### config.mk
export PLATFORM = sky130hd
export DESIGN_NAME = ppu_scroll_flat
export DESIGN_NICKNAME = d
export VERILOG_FILES = /design/src/rtl/ppu_scroll_if.sv /design/src/rtl/ppu_scroll.sv /design/src/flat_wrapper.sv
export SDC_FILE = /design/constraint.sdc
export NUM_CORES = 1
export LEC_CHECK = 0
export CAP_MARGIN = 20
export CELL_PAD_IN_SITES_DETAIL_PLACEMENT = 2
export CELL_PAD_IN_SITES_GLOBAL_PLACEMENT = 2
export CORE_MARGIN = 1
export CORE_UTILIZATION = 32
export CTS_BUF_LIST = sky130_fd_sc_hd__clkbuf_8
export DETAILED_ROUTE_END_ITERATION = 6
export MAX_ROUTING_LAYER = met4
export PLACE_DENSITY = 0.95
export RECOVER_POWER = 100
export SLEW_MARGIN = 10
export SYNTH_ARGS = -nofsm -noshare
export SYNTH_HDL_FRONTEND = slang
export SYNTH_SLANG_ARGS = --single-unit
export TNS_END_PERCENT = 1
### constraint.sdc
create_clock -name clk -period 5.1 [get_ports clk]
set_input_delay 0.765 -clock clk [delete_from_list [all_inputs] [get_ports clk]]
set_output_delay 0.765 -clock clk [all_outputs]
set_load 0.03 [all_outputs]
### src/rtl/ppu_scroll_if.sv
// CPU-side register bus into the PPU scroll/address block: register writes,
// the PPUSTATUS read pulse and PPUDATA access completion.
interface ppu_scroll_if;
   logic       reg_wr;
   logic [2:0] reg_sel;
   logic [7:0] reg_din;
   logic       status_rd;
   logic       data_acc;
   logic       inc32;

   modport master (
      output reg_wr, reg_sel, reg_din, status_rd, data_acc, inc32
   );

   modport slave (
      input reg_wr, reg_sel, reg_din, status_rd, data_acc, inc32
   );
endinterface

### src/rtl/ppu_scroll.sv
// PPU loopy scroll registers (v, t, fine_x, w), VRAM address mux and
// attribute quadrant selection for the render pipeline.
module ppu_scroll (
   input  logic         clk,
   input  logic         rst,
   ppu_scroll_if.slave  cpu,
   input  logic         rendering,
   input  logic         v_incx,
   input  logic         v_incy,
   input  logic         v_resetx,
   input  logic         v_resety,
   input  logic         fetch_tile,
   input  logic         fetch_attr,
   input  logic         fetch_chr,
   input  logic [12:0]  pattern_idx,
   input  logic [7:0]   vram_din,
   output logic [13:0]  vram_addr,
   output logic [2:0]   fine_x,
   output logic [2:0]   fine_y,
   output logic [1:0]   attr_o
);

   logic [14:0] v, t;
   logic        w;
   logic [1:0]  q;

   logic [14:0] v_next, t_next;
   logic [2:0]  fine_x_next;
   logic        w_next;
   logic        addr_load;
   logic        do_x, do_y;

   // CPU register writes update t/fine_x/w; a status read clears w after the write
   always_comb begin
      t_next      = t;
      fine_x_next = fine_x;
      w_next      = w;
      addr_load   = 1'b0;
      if (cpu.reg_wr) begin
         case (cpu.reg_sel)
            3'd0: t_next[11:10] = cpu.reg_din[1:0];
            3'd5: begin
               if (!w) begin
                  t_next[4:0] = cpu.reg_din[7:3];
                  fine_x_next = cpu.reg_din[2:0];
                  w_next      = 1'b1;
               end else begin
                  t_next[14:12] = cpu.reg_din[2:0];
                  t_next[9:5]   = cpu.reg_din[7:3];
                  w_next        = 1'b0;
               end
            end
            3'd6: begin
               if (!w) begin
                  t_next[13:8] = cpu.reg_din[5:0];
                  t_next[14]   = 1'b0;
                  w_next       = 1'b1;
               end else begin
                  t_next[7:0] = cpu.reg_din;
                  w_next      = 1'b0;
                  addr_load   = 1'b1;
               end
            end
            default: ;
         endcase
      end
      if (cpu.status_rd)
         w_next = 1'b0;
   end

   assign do_x = v_incx | (cpu.data_acc & rendering);
   assign do_y = v_incy | (cpu.data_acc & rendering);

   // v: linear step outside rendering, scroll increments during it; reloads from t win
   always_comb begin
      v_next = v;
      if (cpu.data_acc && !rendering) begin
         v_next = v + (cpu.inc32 ? 15'd32 : 15'd1);
      end else begin
         if (do_x) begin
            if (v[4:0] == 5'd31) begin
               v_next[4:0] = 5'd0;
               v_next[10]  = ~v[10];
            end else begin
               v_next[4:0] = v[4:0] + 5'd1;
            end
         end
         if (do_y) begin
            if (v[14:12] != 3'd7) begin
               v_next[14:12] = v[14:12] + 3'd1;
            end else begin
               v_next[14:12] = 3'd0;
               case (v[9:5])
                  5'd29: begin
                     v_next[9:5] = 5'd0;
                     v_next[11]  = ~v[11];
                  end
                  5'd31:   v_next[9:5] = 5'd0;
                  default: v_next[9:5] = v[9:5] + 5'd1;
               endcase
            end
         end
      end
      if (v_resetx) begin
         v_next[4:0] = t[4:0];
         v_next[10]  = t[10];
      end
      if (v_resety) begin
         v_next[14:11] = t[14:11];
         v_next[9:5]   = t[9:5];
      end
      if (addr_load)
         v_next = t_next;
   end

   always_ff @(posedge clk) begin
      if (rst) begin
         v      <= 15'd0;
         t      <= 15'd0;
         fine_x <= 3'd0;
         w      <= 1'b0;
         q      <= 2'd0;
      end else begin
         v      <= v_next;
         t      <= t_next;
         fine_x <= fine_x_next;
         w      <= w_next;
         if (fetch_attr)
            q <= {v[6], v[1]};
      end
   end

   always_comb begin
      if (fetch_chr)
         vram_addr = {1'b0, pattern_idx};
      else if (fetch_attr)
         vram_addr = {2'b10, v[11:10], 4'b1111, v[9:7], v[4:2]};
      else if (fetch_tile)
         vram_addr = {2'b10, v[11:0]};
      else
         vram_addr = v[13:0];
   end

   always_comb begin
      case (q)
         2'd0:    attr_o = vram_din[1:0];
         2'd1:    attr_o = vram_din[3:2];
         2'd2:    attr_o = vram_din[5:4];
         default: attr_o = vram_din[7:6];
      endcase
   end

   assign fine_y = v[14:12];

endmodule

### src/flat_wrapper.sv
// flat-port wrapper written by rule: the top's interface ports become plain ports
module ppu_scroll_flat 
  (clk, rst, rendering, v_incx, v_incy, v_resetx, v_resety, fetch_tile, fetch_attr, fetch_chr, pattern_idx, vram_din, vram_addr, fine_x, fine_y, attr_o, cpu_reg_wr, cpu_reg_sel, cpu_reg_din, cpu_status_rd, cpu_data_acc, cpu_inc32);
  ppu_scroll_if cpu_i ();
  input  logic clk;
  input  logic rst;
  input  logic rendering;
  input  logic v_incx;
  input  logic v_incy;
  input  logic v_resetx;
  input  logic v_resety;
  input  logic fetch_tile;
  input  logic fetch_attr;
  input  logic fetch_chr;
  input  logic [12:0] pattern_idx;
  input  logic [7:0] vram_din;
  output logic [13:0] vram_addr;
  output logic [2:0] fine_x;
  output logic [2:0] fine_y;
  output logic [1:0] attr_o;
  input wire logic [$bits(cpu_i.reg_wr)-1:0] cpu_reg_wr;
  input wire logic [$bits(cpu_i.reg_sel)-1:0] cpu_reg_sel;
  input wire logic [$bits(cpu_i.reg_din)-1:0] cpu_reg_din;
  input wire logic [$bits(cpu_i.status_rd)-1:0] cpu_status_rd;
  input wire logic [$bits(cpu_i.data_acc)-1:0] cpu_data_acc;
  input wire logic [$bits(cpu_i.inc32)-1:0] cpu_inc32;
  assign cpu_i.reg_wr = cpu_reg_wr;
  assign cpu_i.reg_sel = cpu_reg_sel;
  assign cpu_i.reg_din = cpu_reg_din;
  assign cpu_i.status_rd = cpu_status_rd;
  assign cpu_i.data_acc = cpu_data_acc;
  assign cpu_i.inc32 = cpu_inc32;
  ppu_scroll u_core (.clk(clk), .rst(rst), .cpu(cpu_i), .rendering(rendering), .v_incx(v_incx), .v_incy(v_incy), .v_resetx(v_resetx), .v_resety(v_resety), .fetch_tile(fetch_tile), .fetch_attr(fetch_attr), .fetch_chr(fetch_chr), .pattern_idx(pattern_idx), .vram_din(vram_din), .vram_addr(vram_addr), .fine_x(fine_x), .fine_y(fine_y), .attr_o(attr_o));
endmodule
==> impl_metrics.json <==
{
  "rows": 35,
  "postCtsSetupBuffers": 0,
  "fin_cells": 574,
  "clk-insertion-delay-late_ns": 0.30,
  "arrival_ns": 4.18,
  "hold_class": "reg2reg",
  "drv_slew": 0,
  "nNetsFinal": 501,
  "dp.cells": 567,
  "num_vias": 3373,
  "final.period_utilization_pct": 77.6,
  "start_util_pct": 32.9,
  "vdd_drop_max_uv": 102,
  "ys_top_cells_by_count": "nor2_1, nand2_1, dfxtp_1",
  "cts_tree": "done",
  "gr-total-overflow": 0,
  "setup_slack_ns": 1.14,
  "fin_setup_tns_ns": 0,
  "hold_slack_ns": 0.487,
  "core_area_mm2": 0.00924,
  "postRouteAntennaNets": 0,
  "outcome": "completed",
  "die_h_um": 99.5,
  "hold_buffers": 0,
  "syn_area_per_cell_um2": 7.49,
  "max_freq_ghz": 0.253,
  "ys.flop_type": "dfxtp_1",
  "synth.distinct_cells": 72,
  "grt_antenna_before_repair": 0,
  "crit_type": "in2reg",
  "synth_area_leaders": "dfxtp_1, nor2_1, nand2_1",
  "syn2layout_area_growth_pct": 23.2,
  "cts_resized": 0,
  "ys_warn_count": 0,
  "yosysMostFrequentCell": "nor2_1",
  "dp_slack_ns": 1.52,
  "cts_buffer_depth": 2,
  "vias_per_cell": 5.88,
  "dr.pass1.iters": 4,
  "drive_gt1_share_pct": 4.94,
  "htree_levels": 2,
  "synth_largest_area_cell": "dfxtp_1",
  "design.die.area_mm2": 0.00990,
  "async_flop_share_pct": 0,
  "setup_violations": 0,
  "layout_min_cycle_time_ns": 3.96,
  "fillCellCount": 1065,
  "clock_sinks": 36,
  "wl_mm": 11.8,
  "io_pins": 68,
  "cellPowerDensity_mw_per_mm2": 202,
  "clk_pin_slew_ns": 0.08,
  "syn_nets": 462,
  "synthDominantCellAreaShare_pct": 23.7,
  "n_antenna_cell": 0,
  "netlist_area_mm2": 0.00304,
  "ys_ff_latch": 36,
  "grt_pass1_wl_mm": 19.6,
  "track_usage_pct": 25.8,
  "finalHoldViolCount": 0,
  "synth_edf_count": 0,
  "post-route-util_pct": 40.6,
  "cap_violations": 0,
  "cp_max_fo": 16,
  "grt_pass1_vias": 3630,
  "grt_start_max_net_pins": 37,
  "cp.required_ns": 5.32,
  "port-buffer-count": 67,
  "drcViolationCount": 0,
  "gp_congestion": 0.854,
  "tightest_slew_ns": 1.30,
  "end_kind": "flip-flop",
  "finalClockSkew_ns": 0.00772,
  "initialDrtViolationCount": 162,
  "root_buffer": "clkbuf_8",
  "p_leak_nw": 1.36,
  "die_x_um": 99.5,
  "rsz0062_at_grt": "no",
  "place_hpwl_mm": 8.69,
  "wl_per_cell_um": 20.6,
  "yosysSeqAreaShare_pct": 23.7,
  "synth_cells": 406,
  "cts_buffers": 5,
  "start_kind": "primary input",
  "relSlewSlack_pct": 13.0
}
==> final timing paths <==
kind                              endpoint  slack, ns  cells after the start                           from
min          u_core.fine_x[0]$_SDFFE_PP0P_       0.49                      2  u_core.fine_x[0]$_SDFFE_PP0P_
min reg2reg  u_core.fine_x[0]$_SDFFE_PP0P_       0.49                      2  u_core.fine_x[0]$_SDFFE_PP0P_
max reg2reg       u_core.v[9]$_SDFFE_PP0P_       2.38                      6          u_core.w$_SDFFE_PP0P_
max               u_core.v[9]$_SDFFE_PP0P_       1.14                      6                 cpu_reg_sel[2]
==> worst max-delay path, cell delays in order <==
cell and delay [ns]:
dlygate4sd3_1 0.72, nand4b_1 0.68, nor2_1 1.25, nor2_1 0.28
and3_1 0.27, a211oi_1 0.19
==> state kept, by name, summed over array words and instances (netlist names) <==
name           count
u_core.fine_x      3
u_core.q           2
u_core.t          15
u_core.v          15
u_core.w           1
==> power by group <==
group / switching [mW] / total [mW] / internal, mW
Clock: 0.114 / 0.235 / 0.121
Combinational: 0.117 / 0.210 / 0.0928
Sequential: 0.0208 / 0.313 / 0.292
Total: 0.252 / 0.758 / 0.506
==> cells in the final DEF, fill, tap and decap left out, types with 3 or more instances in the layout <==
| master | netlist | final |
|---|---|---|
| a211oi_1 | 11 | 11 |
| a21oi_1 | 26 | 26 |
| a311oi_1 | 5 | 5 |
| a31oi_1 | 6 | 6 |
| and3_1 | 11 | 11 |
| clkbuf_8 | 0 | 7 |
| clkdlybuf4s50_1 | 0 | 43 |
| dfxtp_1 | 36 | 36 |
| dlygate4sd3_1 | 0 | 24 |
| ha_1 | 10 | 10 |
| inv_1 | 15 | 15 |
| mux2i_1 | 16 | 16 |
| nand2_1 | 45 | 46 |
| nand2b_1 | 3 | 3 |
| nand3_1 | 11 | 11 |
| nor2_1 | 46 | 48 |
| nor3_1 | 11 | 11 |
| o211ai_1 | 5 | 5 |
| o21ai_0 | 30 | 31 |
| o221ai_1 | 3 | 3 |
| o22ai_1 | 6 | 6 |
| o32ai_1 | 3 | 3 |
| or3_1 | 3 | 3 |
| or4_1 | 3 | 3 |
==> cell type report <==
cell class | instances | area (um2) | share of cell area, %
multi-input cells | 318 | 2030 | 54.1
flip-flops and latches | 36 | 721 | 19.2
well taps | 129 | 161 | 4.31
inverters | 15 | 56.3 | 1.50
clock buffers | 7 | 96.3 | 2.57
repair buffers | 69 | 686 | 18.3
==> stage by stage <==
step / power [mW] / cell area [um2]
CTS: 0.771 / 3780
global placement: 0.522 / 3680
floorplan: 0.442 / 3040
detailed placement: 0.535 / 3680
finish: 0.758 / 3750
global route: 0.795 / 3750
==> cell families (layout without fill, tap and decap cells) <==
family	after synthesis	after routing	share of synthesized area [%]
DFF	36	36	23.7
AOI/OAI and AO/OA	129	129	29.6
xor gates and xnor gates	3	3	0.864
muxes	21	21	7.86
adders and majority gates	10	10	4.11
buffers and inverters	52	91	8.72
and+or+nand+nor	155	155	25.2
==> layer usage <==
layer | up-vias | track usage [%] | part of all wire (%)
met5 | - | - | 0
li1 | 1576 | - | -
met3 | 19 | 3.72 | 5.3
met1 | 1663 | 32.4 | 44
met2 | 115 | 42.8 | 49
met4 | 0 | 8.14 | 2.3
Power figures use the tool's default switching activity.
